==> config.mk <==
export PLATFORM = sky130hd
export DESIGN_NAME = io_packet_decoder
export DESIGN_NICKNAME = d
export VERILOG_FILES = /design/src/rtl/io_packet_decoder_pkg.sv /design/src/rtl/io_packet_decoder_timeout_counter.sv /design/src/rtl/io_packet_decoder.sv
export SDC_FILE = /design/constraint.sdc
export NUM_CORES = 1
export LEC_CHECK = 0
export ABC_AREA = 1
export BUFFER_PORTS_ARGS = -buffer_cell sky130_fd_sc_hd__buf_2
export CORE_MARGIN = 2
export CORE_UTILIZATION = 57
export CTS_CLUSTER_SIZE = 24
export DETAILED_ROUTE_END_ITERATION = 7
export PLACE_DENSITY = 0.77
export SYNTH_ARGS = -nofsm -noshare
export SYNTH_HDL_FRONTEND = slang
export SYNTH_SLANG_ARGS = --single-unit
==> constraint.sdc <==
create_clock -name clock -period 1.95 [get_ports clock]
set_input_delay 0 -clock clock [delete_from_list [all_inputs] [get_ports clock]]
set_output_delay 0 -clock clock [all_outputs]
set_load 0.005 [all_outputs]
==> src/rtl/io_packet_decoder_pkg.sv <==
// Shared constants, FSM state encoding and checksum helper for the controller
// packet decoder.
package io_packet_decoder_pkg;

    localparam logic [7:0]  HEADER_DEFAULT  = 8'hA5;
    localparam int unsigned TIMEOUT_DEFAULT = 50000;
    localparam int unsigned STALE_DEFAULT   = 5000000;

    typedef enum logic [1:0] {
        IDLE    = 2'd0,
        GET_LO  = 2'd1,
        GET_HI  = 2'd2,
        GET_CHK = 2'd3
    } state_t;

    function automatic logic [7:0] pkt_checksum(input logic [7:0] lo,
                                                input logic [7:0] hi,
                                                input logic [7:0] header);
        return lo ^ hi ^ header;
    endfunction

endpackage

==> src/rtl/io_packet_decoder_timeout_counter.sv <==
// Saturating cycle counter; expired rises when LIMIT cycles of enable have
// elapsed since the last clear and stays high until the next clear.
module timeout_counter #(
    parameter int unsigned LIMIT = 50000
) (
    input  logic clock,
    input  logic reset,
    input  logic clear,
    input  logic enable,
    output logic expired
);

    localparam int unsigned W       = $clog2(LIMIT) + 1;
    localparam logic [W-1:0] LIMIT_W = W'(LIMIT);

    logic [W-1:0] count;

    always_ff @(posedge clock) begin
        if (reset || clear) begin
            count <= '0;
        end else if (enable && (count < LIMIT_W)) begin
            count <= count + 1'b1;
        end
    end

    assign expired = (count == LIMIT_W);

endmodule

==> src/rtl/io_packet_decoder.sv <==
// Assembles HEADER,LO,HI,CHK packets from the UART byte stream, holds the last
// good button state and tracks link health and error count.
module io_packet_decoder
    import io_packet_decoder_pkg::*;
#(
    parameter logic [7:0]  HEADER         = HEADER_DEFAULT,
    parameter int unsigned TIMEOUT_CYCLES = TIMEOUT_DEFAULT,
    parameter int unsigned STALE_CYCLES   = STALE_DEFAULT
) (
    input  logic        clock,
    input  logic        reset,
    input  logic [7:0]  rx_data,
    input  logic        rx_valid,
    output logic [15:0] buttons,
    output logic [7:0]  io_data,
    output logic        packet_valid,
    output logic        link_up,
    output logic [7:0]  error_count
);

    state_t     state, next_state;
    logic [7:0] lo, hi;
    logic       accept, bad_chk, timeout;
    logic       byte_expired, stale_expired;

    timeout_counter #(.LIMIT(TIMEOUT_CYCLES)) u_byte_timer (
        .clock   (clock),
        .reset   (reset),
        .clear   (rx_valid || (state == IDLE)),
        .enable  (state != IDLE),
        .expired (byte_expired)
    );

    timeout_counter #(.LIMIT(STALE_CYCLES)) u_stale_timer (
        .clock   (clock),
        .reset   (reset),
        .clear   (accept),
        .enable  (1'b1),
        .expired (stale_expired)
    );

    always_ff @(posedge clock) begin
        if (reset) begin
            state <= IDLE;
        end else begin
            state <= next_state;
        end
    end

    // A received byte always takes precedence over an expiring inter-byte timer.
    always_comb begin
        next_state = state;
        accept     = 1'b0;
        bad_chk    = 1'b0;
        timeout    = 1'b0;
        if (rx_valid) begin
            case (state)
                IDLE:    if (rx_data == HEADER) next_state = GET_LO;
                GET_LO:  next_state = GET_HI;
                GET_HI:  next_state = GET_CHK;
                GET_CHK: begin
                    next_state = IDLE;
                    if (rx_data == pkt_checksum(lo, hi, HEADER)) accept  = 1'b1;
                    else                                         bad_chk = 1'b1;
                end
                default: next_state = IDLE;
            endcase
        end else if ((state != IDLE) && byte_expired) begin
            next_state = IDLE;
            timeout    = 1'b1;
        end
    end

    always_ff @(posedge clock) begin
        if (reset) begin
            lo           <= '0;
            hi           <= '0;
            buttons      <= '0;
            packet_valid <= 1'b0;
            link_up      <= 1'b0;
            error_count  <= '0;
        end else begin
            if (rx_valid && (state == GET_LO)) lo <= rx_data;
            if (rx_valid && (state == GET_HI)) hi <= rx_data;

            packet_valid <= accept;

            // Stale link blanks the inputs so the game sees no buttons held.
            if (accept) begin
                buttons <= {hi, lo};
                link_up <= 1'b1;
            end else if (stale_expired) begin
                buttons <= '0;
                link_up <= 1'b0;
            end

            if ((bad_chk || timeout) && (error_count != 8'hFF)) begin
                error_count <= error_count + 8'd1;
            end
        end
    end

    assign io_data = buttons[7:0];

endmodule

======== Word level (Yosys, flattened, before mapping) ========
Cells that the tools add are included.
storage, ports and cells
  output and inout bits ................... 34
  flip-flop bits (word level) ............. 85
  input port bits ......................... 11
  logic and storage cells ................. 55
operators by class
  reductions and logical operators ........ 14
  $add $sub $neg .......................... 3
  bitwise gates (word level) .............. 2
  $lt $le $gt $ge ......................... 2
  equal/unequal tests ..................... 9
  multiplexer cells ....................... 16
operators with widths
  operator                                               number
  two-way mux 16 bit                                     2
  adder 24 x 1 -> 24 bit (second input constant)         1
  == test 24 x 23 -> 1 bit (second input constant)       1
  < comparator 24 x 23 -> 1 bit (second input constant)  1
  adder 17 x 1 -> 17 bit (second input constant)         1
  == test 17 x 16 -> 1 bit (second input constant)       1
  < comparator 17 x 16 -> 1 bit (second input constant)  1
  two-way mux 1 bit                                      10
  adder 8 x 1 -> 8 bit (second input constant)           1
  == test 8 bit                                          1
  == test 8 bit (second input constant)                  1
  != test 8 bit (second input constant)                  1
  case mux 2 bit (4 select lines)                        1
  XOR 8 bit                                              1
  two-way mux 2 bit                                      3
  nonzero test 2 bit                                     3
  logical AND 1 bit                                      5
  == test 2 bit (second input constant)                  2
  logical OR 1 bit                                       4
  NOT 4 bit                                              1
  != test 3 x 2 -> 1 bit (second input constant)         1
  == test 2 x 1 -> 1 bit (second input constant)         1
  zero test 2 bit                                        1
  AND reduction 2 bit                                    1

======== Depth between registers and ports, before layout ========
  depth after elaboration ................. 8
  gate-level depth with buffers ........... 14
  mapped depth without buffers ............ 13

======== Hierarchy ========
Synthesis repeated with hierarchy kept, for this count alone.
second synthesis, totals
  cells, all modules ...................... 839
  area total of the unflattened synthesis .. 5,377.7 um2
by module, submodules not included
  module                           area an instance (um2)  instances  cells an instance  seq. area each (um2)
  io_packet_decoder                2,459.9                 1          361                880.8
  timeout_counter (u_stale_timer)  1,757.9                 1          293                480.5
  timeout_counter (u_byte_timer)   1,159.9                 1          185                340.3

======== Worst setup path before layout ========
OpenSTA, ideal clock, no wires.
  path kind ............................... reg-to-reg
  from .................................... register state[0]
  to ...................................... register u_byte_timer.count[5]
  setup slack ............................. 0.397 ns
  period minus slack after synthesis ...... 1.553 ns
  library setup time ...................... 0.118 ns
  buffers on the path ..................... 2
  required time ........................... 1.832 ns
  stages on the path, launching flop included .. 9
  arrival ................................. 1.435 ns
  cell sequence ........................... dfxtp_1 inv_1 ha_1 nor4_2 nand2_1 buf_4 buf_6 nor3_1 nor2_1
on the way
  word-level cells in the longest chain between the ends .. 3
  elaborated cells between the ends (all ways) .. 5
  classes of those cells .................. reduce/logical: 5
ends and longest elaborated chain
  element                 line                                     source
  start, declared         io_packet_decoder.sv:21                  state_t state, next_state;
  start signal, assigned  io_packet_decoder.sv:46                  state <= next_state;
  zero test 2 bit         io_packet_decoder.sv:29                  .clear (rx_valid || (state == IDLE)),
  logical OR 1 bit        io_packet_decoder.sv:29
  logical OR 1 bit        io_packet_decoder_timeout_counter.sv:19  if (reset || clear) begin
  end signal, assigned    io_packet_decoder_timeout_counter.sv:22  count <= count + 1'b1;
  end, declared           io_packet_decoder_timeout_counter.sv:16  logic [W-1:0] count;
Parallel ways exist; a longest one is shown, timed or not.
A chain may end at the register's enable or synchronous reset.

======== Worst setup path after layout ========
  from .................................... register state[0]
  to ...................................... register error_count[7]
on the way
  word-level cells in the longest chain between the ends .. 6
  elaborated cells between the ends (all ways) .. 9
  classes of those cells .................. eq/ne: 1; mux: 4; reduce/logical: 4
ends and longest elaborated chain
  element                line                     source
  nonzero test 2 bit     io_packet_decoder.sv:68  end else if ((state != IDLE) && byte_expired) begin
  logical AND 1 bit      io_packet_decoder.sv:68
  two-way mux 1 bit      io_packet_decoder.sv:68
  two-way mux 1 bit      io_packet_decoder.sv:56  if (rx_valid) begin
  logical OR 1 bit (*)   io_packet_decoder.sv:97  if ((bad_chk || timeout) && (error_count != 8'hFF)) begin
  logical AND 1 bit (*)  io_packet_decoder.sv:97
  end signal, assigned   io_packet_decoder.sv:98  error_count <= error_count + 8'd1;
  end, declared          io_packet_decoder.sv:18  output logic [7:0] error_count
Mark *: on every way between the ends. The rest lies on a longest branch, timed or not.

==> impl_summary.txt <==
----------------------------------------------------
[Routing]
  Violation count after the first detailed-routing iteration ... 198
  Post-Route M1 WL ... 4.68 mm
  Post-DR wirelength/cell ... 12.6 um
  Total Wirelength ... 10.4 mm
  Post-route DRC violation count ... 0
  DRT Pass-1 Iters ... 5
  Detailed-route via count ... 4405
  ANT nets after route ... 0
  Uppermost signal routing layer after detailed routing ... met4
  Vias per std cell ... 5.35
  Met3 wire length ... 494 um
  Routed length on met2 ... 5.01 mm

[Power]
  IR Drop Worst-Case VDD ... 383 uV
  Leakage ... 2.01 nW
  Power per Cell Area ... 653 nW/um2

[Synth]
  Number of warnings reported in the yosys synthesis log ... 0
  Post-synthesis compound-gate area fraction ... 12.1%
  Synth Net Count ... 691
  Combinational family with the most area after synthesis ... simple AND/OR/NAND/NOR gates
  Multiplexer fraction of the synthesized cell area ... 0%
  Post-synthesis share of cell area spent on and, or, nand and nor gates ... 32.5%
  Gate Count Post-Synth ... 670
  Synthesized area divided by synthesized cell count ... 6.88 um2
  Synthesized-area fraction occupied by xor and xnor cells ... 6.08%
  Syn Std Cell Area ... 4610 um2
  Area share of fa/ha/maj cells after synthesis ... 2.71%
  Number of synthesized register bits ... 85
  Post-synth cell types ... 32
  Proportion of synthesized chip area in sequential cells ... 36.9%

[Min path]
  Worst min-delay path class ... register to register

[Clocking]
  Clock H-tree levels ... 3
  Clock tree from TritonCTS ... yes
  Number of sinks driven by the clock tree ... 85
  Clk root buf ... sky130_fd_sc_hd__clkbuf_8
  Insertion delay of the later-clocked pin in the worst-skew pair ... 0.37 ns
  Clock transition at the register clock pins on the worst setup and hold paths after CTS ... 0.10 ns
  Num CTS Buffers ... 9
  Worst-case clock buffer depth ... 2
  # Post-CTS Setup Buffers ... 0

[Timing]
  Final critical path time including I/O delays and setup ... 1.78 ns
  Max transition margin ... 72.2%
  Period utilization ... 91.5%
  Setup ws final ... 0.166 ns
  Unrepaired setup endpoints after global routing ... yes
  Count of final setup violators ... 0
  Maximum clock frequency ... 560 MHz
  Final hold violation count ... 0
  Transition time of the tightest slew-check pin ... 0.417 ns
  Skew final ... 0.0154 ns
  Max Slew Vio Count ... 0
  Total Negative Setup Slacks ... 0 ns

[Floorplan]
  Horizontal die dimension ... 94.0 um
  Y dimension of the die ... 94.0 um
  I/O pin count ... 45
  Die ar. ... 8830 um2
  Initial Utilization ... 59.4%
  Core Box Area ... 7770 um2
  Total number of placement rows ... 32

[Place]
  Global placer's final weighted congestion ... 0.917
  Number of buffers inserted by port buffering ... 44
  Inst Count DP ... 798
  Detailed placement HPWL ... 7.33 mm
  Post-Place Worst Slack ... 0.186 ns

[Critical path]
  Endpoint required time on the critical path ... 2.21 ns
  Element type at the critical path end ... register
  Data arrival time of the critical path ... 2.04 ns
  Class of the most critical setup path ... register to register
  Kind of start point of the critical path ... register
  Highest fanout seen on the critical path ... 16

[Global route]
  Maximum number of pins on one net before global-route repair ... 41
  Global-route wire length before repair ... 17.8 mm
  Residual overflow from global routing ... 0
  Antenna violations before repair ... 0
  Via count of the first global-routing pass ... 4172
  GRT Total Usage ... 24.7%

[Finish]
  Area growth syn-to-layout ... 12.2%
  Multi-input gate area in the final layout ... 2470 um2
  Register area ... 1700 um2
  Final cell count without fillers ... 824
  Fraction of layout cells with a size suffix above 1 ... 12.6%
  Number of nets in the final layout ... 738
  Antenna Cells ... 0
  Fillers ... 717
  Final Util ... 66.6%

[Flow run]
  Number of violations of the max-capacitance limit ... 0

[Status]
  Outcome ... finished, final reports clean

----------------------------------------------------
-- cell usage in the layout, fill, tap and decap left out, drive strengths merged, types with 2 or more instances in the layout --
cell	instances
buf	54
o21ai	35
nand4	13
nor3	18
o22ai	9
dfxtp	85
a21oi	63
clkinv	5
xor2	23
clkbuf	9
inv	67
nor4	2
nand3	33
a31oi	2
nand3b	9
dlygate4sd3	10
ha	10
nor2	55
xnor2	9
nand2	204
nor3b	5
-- Yosys cell counts, drive strengths merged --
cell | number | area [um2]
a21oi | 63 | 315
clkbuf | 4 | 15.0
a31oi | 2 | 12.5
nor3b | 5 | 42.5
o21ai | 35 | 175
nand2 | 204 | 771
nor3 | 18 | 116
nor2 | 55 | 216
buf | 24 | 179
xor2 | 23 | 201
inv | 64 | 240
nor4 | 2 | 18.8
clkinv | 3 | 11.3
nand3 | 33 | 180
nand4 | 13 | 87.6
nand3b | 9 | 67.6
ha | 10 | 125
dfxtp | 85 | 1700
xnor2 | 9 | 78.8
o22ai | 9 | 56.3
-- worst paths after layout --
check | startpoint | to | slack (ns) | depth (start not counted)
setup reg to reg | state[0]$_SDFFE_PP0P_ | error_count[7]$_SDFFE_PP0P_ | 0.17 | 8
setup / recovery | state[0]$_SDFFE_PP0P_ | error_count[7]$_SDFFE_PP0P_ | 0.17 | 8
hold reg to reg | u_stale_timer.count[23]$_SDFFE_PP0N_ | u_stale_timer.count[23]$_SDFFE_PP0N_ | 0.46 | 2
hold / removal | u_stale_timer.count[23]$_SDFFE_PP0N_ | u_stale_timer.count[23]$_SDFFE_PP0N_ | 0.46 | 2
-- state kept, by name (all words and copies together) (netlist names) --
register / cells
lo: 8
link_up: 1
buttons: 16
packet_valid: 1
state: 2
u_byte_timer.count: 17
u_stale_timer.count: 24
error_count: 8
hi: 8
-- critical path: stages (launching register included) --
cell	delay, ns
sky130_fd_sc_hd__dfxtp_1	0.40
sky130_fd_sc_hd__inv_1	0.10
sky130_fd_sc_hd__ha_1	0.27
sky130_fd_sc_hd__nor3_1	0.29
sky130_fd_sc_hd__nand4_1	0.20
sky130_fd_sc_hd__nand2_4	0.21
sky130_fd_sc_hd__nand3_1	0.10
sky130_fd_sc_hd__nand2_1	0.07
sky130_fd_sc_hd__nor2_1	0.05
-- cell type report --
type	instances	area share, %
inverter	67	4.86
tap	102	2.47
sequential	85	32.9
clock inverter	7	1.77
timing repair buffer	64	7.88
clock buffer	9	2.39
multi-input combinational	490	47.7
-- cell families after synthesis --
logic type               after synthesis
adder cells (fa/ha/maj)               10
buffers and inverters                 95
XOR/XNOR                              32
flip-flops                            85
AND/OR/NAND/NOR                      339
AO/OA/AOI/OAI                        109
-- per-stage QoR --
stage          power, W  area [um2]  hold WS, ns
2_1_floorplan   0.00200        4610        0.148
3_3_place_gp    0.00205        4850        0.295
3_5_place_dp    0.00206        4850        0.298
4_1_cts         0.00340        5170        0.440
5_1_grt         0.00352        5170        0.477
6_report        0.00338        5170        0.461
-- what timing repair did --
| action | CTS | global route |
|---|---|---|
| hold buffers | 10 | 0 |
| gates resized for setup | 0 | 1 |
| hold endpoints to repair | 22 | 0 |
| endpoints found under the setup margin | 0 | 9 |
-- power breakdown --
part	internal (W)	leakage [nW]	switching (W)	total (W)
Sequential	0.00176	0.685	0.0000227	0.00178
Combinational	0.0000927	1.22	0.000164	0.000257
Clock	0.000623	0.105	0.000715	0.00134
Total	0.00248	2.01	0.000902	0.00338
-- routing by layer --
metal,GRT usage (%),up-vias
met5,0,-
met4,7.61,0
met3,5.14,18
met2,43.3,95
met1,30.3,2037
li1,-,2255
No activity file was read; power rests on OpenSTA's default activity.
